## config.mk

```make
export PLATFORM = sky130hd
export DESIGN_NAME = read_fetch_ctrl
export DESIGN_NICKNAME = d
export VERILOG_FILES = /design/src/rtl/read_fetch_ctrl.sv
export SDC_FILE = /design/constraint.sdc
export NUM_CORES = 1
export LEC_CHECK = 0
export ABC_CLOCK_PERIOD_IN_PS = 2300
export BUFFER_PORTS_ARGS = -buffer_cell sky130_fd_sc_hd__buf_2
export CORE_AREA = 2 2 94 96
export CTS_CLUSTER_DIAMETER = 200
export CTS_CLUSTER_SIZE = 12
export DETAILED_ROUTE_END_ITERATION = 7
export DIE_AREA = 0 0 96 98
export PLACE_DENSITY_LB_ADDON = 0.12
export SYNTH_ARGS = -nofsm -noshare
export SYNTH_HDL_FRONTEND = slang
export SYNTH_SLANG_ARGS = --single-unit
```

## constraint.sdc

```tcl
create_clock -name clk -period 2.3 [get_ports clk]
set_input_delay 0.575 -clock clk [delete_from_list [all_inputs] [get_ports clk]]
set_output_delay 0.575 -clock clk [all_outputs]
set_load 0.03 [all_outputs]
```

## src/rtl/read_fetch_ctrl.sv

```systemverilog
// Read fetch controller: walks a short-read ROM backwards (idx len-1..0) and streams
// {symbol, D(i), idx, last} beats through a small output FIFO. Optional macro:
// READ_FETCH_STALL_CNT_EN adds the stall_cnt[15:0] output-backpressure counter.
module read_fetch_ctrl #(
    parameter int unsigned MAX_ADDR   = 9,
    parameter int unsigned FIFO_DEPTH = 2
) (
    input  logic       clk,
    input  logic       rst,
    input  logic       start,
    input  logic [7:0] base_addr,
    input  logic [7:0] len,
    input  logic       abort,
    output logic       busy,
    output logic       done,
    output logic       err,
    output logic       rom_ce,
    output logic [7:0] rom_addr,
    input  logic [7:0] rom_d_i,
    input  logic [1:0] rom_read_i,
    output logic       out_valid,
    input  logic       out_ready,
    output logic [1:0] out_sym,
    output logic [7:0] out_d,
    output logic [7:0] out_idx,
    output logic       out_last
`ifdef READ_FETCH_STALL_CNT_EN
    ,
    output logic [15:0] stall_cnt
`endif
);

    localparam int unsigned PW = (FIFO_DEPTH == 4) ? 2 : 1;
    localparam int unsigned CW = PW + 1;
    localparam logic [CW-1:0] FULL_CNT = CW'(FIFO_DEPTH);

    typedef enum logic [1:0] {
        S_IDLE,
        S_FETCH,
        S_DRAIN,
        S_DONE
    } state_e;

    typedef struct packed {
        logic [1:0] sym;
        logic [7:0] d;
        logic [7:0] idx;
        logic       last;
    } beat_t;

    state_e        state_q, state_d;
    logic [7:0]    base_q, base_d;
    logic [7:0]    idx_q, idx_d;
    logic          err_q, err_d;

    beat_t         mem_q [FIFO_DEPTH];
    logic [PW-1:0] rd_ptr_q, wr_ptr_q;
    logic [CW-1:0] cnt_q;

    logic [8:0]    last_addr;
    logic          in_range;
    logic          start_ok;
    logic          start_zero;
    logic          start_bad;
    logic          abort_act;
    logic          fifo_full;
    logic          fifo_empty;
    logic          pop;
    logic          fetch;
    beat_t         push_beat;
    beat_t         head;

    // Request decode, evaluated 9-bit so base+len-1 cannot wrap past MAX_ADDR.
    always_comb begin
        last_addr  = {1'b0, base_addr} + {1'b0, len} - 9'd1;
        in_range   = (last_addr <= 9'(MAX_ADDR));
        start_ok   = start && (len != 8'd0) && in_range;
        start_zero = start && (len == 8'd0);
        start_bad  = start && (len != 8'd0) && !in_range;
    end

    // Abort outranks fetch and pop in the same cycle; the FIFO is flushed instead.
    always_comb begin
        abort_act  = abort && ((state_q == S_FETCH) || (state_q == S_DRAIN));
        fifo_full  = (cnt_q == FULL_CNT);
        fifo_empty = (cnt_q == '0);
        pop        = !fifo_empty && out_ready && !abort_act;
        fetch      = (state_q == S_FETCH) && (!fifo_full || pop) && !abort_act;
    end

    always_ff @(posedge clk or posedge rst) begin
        if (rst) begin
            state_q <= S_IDLE;
        end else begin
            state_q <= state_d;
        end
    end

    // DRAIN is only entered with the idx-0 beat queued, so an empty FIFO there
    // means the last beat has already been handed off.
    always_comb begin
        state_d = state_q;
        unique case (state_q)
            S_IDLE: begin
                if (start_ok) begin
                    state_d = S_FETCH;
                end else if (start_zero) begin
                    state_d = S_DONE;
                end
            end
            S_FETCH: begin
                if (abort_act) begin
                    state_d = S_IDLE;
                end else if (fetch && (idx_q == 8'd0)) begin
                    state_d = S_DRAIN;
                end
            end
            S_DRAIN: begin
                if (abort_act) begin
                    state_d = S_IDLE;
                end else if (fifo_empty) begin
                    state_d = S_DONE;
                end
            end
            S_DONE: begin
                state_d = S_IDLE;
            end
            default: begin
                state_d = S_IDLE;
            end
        endcase
    end

    always_comb begin
        busy     = (state_q != S_IDLE);
        done     = (state_q == S_DONE);
        err      = err_q;
        rom_ce   = fetch;
        rom_addr = base_q + idx_q;
    end

    always_comb begin
        base_d = base_q;
        idx_d  = idx_q;
        err_d  = (state_q == S_IDLE) && start_bad;
        if ((state_q == S_IDLE) && start_ok) begin
            base_d = base_addr;
            idx_d  = len - 8'd1;
        end else if (fetch && (idx_q != 8'd0)) begin
            idx_d = idx_q - 8'd1;
        end
    end

    always_ff @(posedge clk or posedge rst) begin
        if (rst) begin
            base_q <= '0;
            idx_q  <= '0;
            err_q  <= 1'b0;
        end else begin
            base_q <= base_d;
            idx_q  <= idx_d;
            err_q  <= err_d;
        end
    end

    always_comb begin
        push_beat.sym  = rom_read_i;
        push_beat.d    = rom_d_i;
        push_beat.idx  = idx_q;
        push_beat.last = (idx_q == 8'd0);
    end

    always_ff @(posedge clk or posedge rst) begin
        if (rst) begin
            for (int unsigned i = 0; i < FIFO_DEPTH; i++) begin
                mem_q[i] <= '0;
            end
            rd_ptr_q <= '0;
            wr_ptr_q <= '0;
            cnt_q    <= '0;
        end else if (abort_act) begin
            rd_ptr_q <= '0;
            wr_ptr_q <= '0;
            cnt_q    <= '0;
        end else begin
            if (fetch) begin
                mem_q[wr_ptr_q] <= push_beat;
                wr_ptr_q        <= wr_ptr_q + 1'b1;
            end
            if (pop) begin
                rd_ptr_q <= rd_ptr_q + 1'b1;
            end
            if (fetch && !pop) begin
                cnt_q <= cnt_q + 1'b1;
            end else if (!fetch && pop) begin
                cnt_q <= cnt_q - 1'b1;
            end
        end
    end

    always_comb begin
        head      = mem_q[rd_ptr_q];
        out_valid = !fifo_empty;
        out_sym   = head.sym;
        out_d     = head.d;
        out_idx   = head.idx;
        out_last  = head.last;
    end

`ifdef READ_FETCH_STALL_CNT_EN
    logic [15:0] stall_q;

    always_ff @(posedge clk or posedge rst) begin
        if (rst) begin
            stall_q <= '0;
        end else if ((state_q == S_IDLE) && (start_ok || start_zero)) begin
            stall_q <= '0;
        end else if (out_valid && !out_ready && (stall_q != '1)) begin
            stall_q <= stall_q + 16'd1;
        end
    end

    assign stall_cnt = stall_q;
`endif

endmodule

```

==> Yosys cells after proc, flatten, opt, wreduce, memory -nomap -nowiden <==
Cells that the tools add are included.
{ "classes": {"addsub": 9, "order_cmp": 4, "eq_ne": 7, "mux": 22, "bitwise_logic": 3, "reduce_logical": 37} }
{ "ops": {"columns": ["op", "count"], "rows": [
  ["$mux 19", 4],
  ["$bwmux 38", 1],
  ["$demux 19 s1", 1],
  ["$mux 2", 9],
  ["$logic_and 1x1->1", 16],
  ["$logic_not 8->1", 2],
  ["$mux 8", 2],
  ["$reduce_bool 8->1", 2],
  ["$sub 8x1->8 const B", 2],
  ["$add 8x8->9", 1],
  ["$le 9x4->1 const B", 1],
  ["$sub 9x1->9 const B", 1],
  ["$add 8x8->8", 1],
  ["$pmux 2 s4", 1],
  ["$reduce_bool 2->1", 4],
  ["$eq 2x2->1 const B", 3],
  ["$logic_not 1->1", 6],
  ["$ne 3x3->1 const B", 2],
  ["$ge 2x2->1 const B", 2],
  ["$logic_not 2->1", 2],
  ["$mux 1", 4],
  ["$not 1->2", 2],
  ["$ne 3x2->1 const B", 1],
  ["$reduce_and 3->1", 1],
  ["other kinds (9)", 11]
]} }
{ "totals": {"register_bits": 61, "out_inout_bits": 32, "elab_cells": 97} }

==> Depth between registers and ports, before layout <==
{ "depth": {"word_depth": 13, "depth_mapped": 17, "depth_no_buf": 16} }

==> Least setup slack after synthesis <==
No wires, ideal clock.
{ "synth_path": {"path_kind": "input -> register", "start": "input port base_addr[1]", "end": "register idx_q[4]", "setup_ns": 0.126, "arrival_time_ns": 4.037, "t_required_ns": 2.174, "setup_slack_ns": -1.863, "stages": 17, "cell_sequence": "inv_1 -> ha_1 -> inv_1 -> ha_1 -> fa_1 -> or3b_1 -> a2111oi_0 -> a221oi_1 -> nor4_4 -> nand3_2 -> buf_4 -> mux2i_1 -> ha_1 -> nand3_1 -> nor3_1 -> xnor2_1 -> mux2i_1"} }
{ "synth_between": {"elab_chain_len": 6, "word_cells_on_any_way": 7} }
{ "synth_lines": {"columns": ["item", "line_no", "source"], "rows": [
  ["start, declared", "11", "input logic [7:0] base_addr,"],
  ["$add 8x8->9 (*)", "75", "last_addr = {1'b0, base_addr} + {1'b0, len} - 9'd1;"],
  ["$sub 9x1->9 (*)", "75", null],
  ["$le 9x4->1 (*)", "76", "in_range = (last_addr <= 9'(MAX_ADDR));"],
  ["$logic_and 1x1->1 (*)", "77", "start_ok = start && (len != 8'd0) && in_range;"],
  ["$logic_and 1x1->1 (*)", "146", "if ((state_q == S_IDLE) && start_ok) begin"],
  ["$mux 8 / $reduce_bool 2->1 (equally long branches)", null, null],
  ["end signal, assigned", "161", "idx_q <= idx_d;"],
  ["end, declared", "53", "logic [7:0] idx_q, idx_d;"]
]} }
Mark *: on every way between the ends. The rest lies on a longest branch, timed or not.
A chain may end at the register's enable or synchronous reset.

==> Worst setup path in the final report <==
Same ends and word-level chain as after synthesis.

==> results.ini <==
[clock_network]
cts_sinks=61
cts-root-buf=clkbuf_8
clk_latency_ps=340
path_clk_slew_ps=70
cts_tree=done
h-tree-depth=3
cts_buffers=9
hold_buffers=0
clk_path_buf_depth=2

[floorplan]
ios=63
core-area_mm2=0.00847
dieWidth_um=96
dieArea_mm2=0.00941
die_h_um=98
start_util_pct=43.8
rows=34

[critical_path]
critical_path_class=primary input to flip-flop
critPathMaxFanout=4
startpoint_type=primary input
cp.required_ps=2520
critPathArrivalTime_ps=3610
cp-end-kind=flip-flop

[place]
io_buffers=62
post_dp_cell_area_mm2=0.00472
pre_cts_ws_ps=-1570
gp_congestion=0.781
hpwl_mm=6.46

[power]
comb_power_share_pct=59.4
irDropWorstVdd_uv=646
swShare_pct=41.1
p_leak_nw=2.62
p_seq_share_pct=25.4
p_int_mw=4.12
pwr_density_cell_mw_per_mm2=1320
p_clk_share_pct=15.2
switchingPower_mw=2.87

[timing]
period_share_pct=148
fin_ws_ps=-1090
fin_crit_ps=3390
clock.fmax_mhz=295
holdWs_ps=281
fin_setup_tns_ps=-15020
slew_violations=0
fin_skew_ps=7.97
slew_headroom_pct=73.7
hold_viol=0
final-setup-viol-count=24
worstMarginPinSlew_ps=392
rsz0062_at_grt=true

[finish]
antenna_cells=0
drive_above_1_share_pct=53.4
final_cell_area_mm2=0.00529
fill_cells=712
nets=536
areaGrowthSynthToFinish_pct=42.6

[routing]
wl_met2_mm=4.38
wl_per_cell_um=14.8
top_layer_used=met4
ant_nets=0
detail_route.first_pass.iterations=4
route.met3.wl_um=278
post-route-drc-count=0
vias=2940
wirelength_met1_mm=3.92
drt_iter0_markers=65
via_per_inst=4.99
routed_wl_mm=8.70

[synthesis]
synth_area_mm2=0.00371
ys.flop_type=dfrtp_1
syn_nets=403
synth_warnings=0
synth.area.top_cells=dfrtp_1 (41%), mux2_2 (18%), ha_1 (9.1%), inv_1 (4.7%), mux2i_1 (3.5%)
avgSynthCellArea_um2=10.8
ys_async_sr_fraction_pct=100
ys_ff_latch=61
syn_inst=343
synth.top_cell.area_share_pct=41.2
synth_edf_count=0
synth.largest_area_cell=dfrtp_1
synth-seq-area-share_pct=41.2
synth.distinct_cells=43

[global_route]
grt_max_degree=62
grt_util_all_layers_pct=19.5
grt_pass1_wl_mm=14.1
antenna_found_initial=0
overflow=0
grt_pass1_vias=3054

[hold_path]
hp-class=primary input to asynchronous set/reset pin

[flow_run]
max_cap_viol_count=0

[outcome]
violations=setup timing
status=complete, but fails checks

==> what timing repair did <==
item / 4_1_cts / 5_1_grt
buffers inserted: 9 / 2
gates resized for setup: 39 / 24
pin swaps: 19 / 14
setup endpoints to repair: 26 / 26
==> path summary, 6_finish.rpt <==
| kind | end | slack (ps) | depth (start not counted) | from |
|---|---|---|---|---|
| worst max register to register | state_q[1] | -350 | 8 | idx_q[1] |
| worst min register to register | mem_q[2] | 490 | 2 | mem_q[2] |
| worst min-delay path | mem_q[17] | 280 | 3 | rst |
| max in group asynchronous | mem_q[8] | 1730 | 3 | rst |
| min in group clk | mem_q[33] | 470 | 2 | rom_d_i[5] |
| worst max-delay path | idx_q[4] | -1090 | 18 | base_addr[1] |
==> registers in the layout (all words and copies together) (netlist names) <==
register / cells
wr_ptr_q: 1
rd_ptr_q: 1
state_q: 2
mem_q: 38
idx_q: 8
base_q: 8
err: 1
cnt_q: 2
==> cell usage after synthesis (4+ instances only) <==
library cell / instances
ha_1: 27
a21oi_1: 11
nand2_1: 15
nand3_1: 5
mux2_2: 60
o21ai_0: 11
mux2i_1: 13
clkbuf_1: 6
xnor2_1: 13
nor2_1: 14
nor3_1: 6
dfrtp_1: 61
inv_1: 46
or3_1: 4
xor2_1: 4
==> worst max-delay path, stage by stage <==
cell and delay, ps:
buf_8 90, inv_12 30, ha_4 250, inv_2 30, ha_4 150, fa_2 350, buf_4 150, o22ai_2 160
a21oi_2 40, or3_1 350, nor4_4 330, nand3_2 160, mux2i_1 210, ha_2 250, nand3_4 110, nor3_4 140
xnor2_1 130, mux2i_1 90
==> per-layer routing <==
| metal | vias to the layer above | global-route usage, % |
|---|---|---|
| met5 | - | 0 |
| met4 | 0 | 6.26 |
| met3 | 9 | 4.17 |
| met2 | 47 | 32.9 |
| met1 | 1411 | 24.6 |
| li1 | 1473 | - |
==> cell families (layout without fill, tap and decap cells) <==
logic type                 Yosys count  in the layout  share of synthesized area [%]
AOI/OAI and AO/OA                   47             47                           8.30
xor gates and xnor gates            17             17                           4.02
DFF                                 61             61                           41.2
adders and majority gates           29             29                           10.2
and+or+nand+nor                     62             62                           8.98
buffers and inverters               54            192                           5.60
muxes                               73             73                           21.7
==> layout make-up <==
cell class	instances	area [µm²]	share of cell area, %
tap	108	135	2.56
clock inverter	7	97.6	1.85
sequential	61	1530	28.9
clock buffer	9	124	2.34
timing repair buffer	130	933	17.7
multi-input combinational	228	2280	43.1
inverter	46	190	3.60
==> layout by cell type, fill, tap and decap left out, drive strengths merged, types with 3 or more instances in the layout <==
cell type  count
a21boi         3
nor3           6
buf          130
ha            27
nand3          6
xnor2         13
nor4           3
clkbuf         9
nor2b          3
o21ai         11
or3            4
a21oi         11
nand2b         3
o22ai          3
nor3b          3
a211oi         3
inv           47
dfrtp         61
mux2          60
nand2         15
mux2i         13
xor2           4
nor2          14
==> power by group through the flow <==
stage	Combinational, mW	Clock, mW	Sequential, mW
after detailed placement	3.64	0	1.79
after CTS	3.96	1.09	1.78
after global placement	3.59	0	1.77
after floorplan	2.50	0	1.78
after global routing	4.48	1.13	1.84
final	4.15	1.06	1.78
==> through the flow <==
stage	power [mW]	instances	utilization, %
after floorplan	4.28	343	-
after global placement	5.35	565	55.8
after detailed placement	5.44	565	55.8
after CTS	6.83	588	60.9
after global routing	7.45	589	62.4
final	6.99	589	62.4
Power figures use the tool's default switching activity.
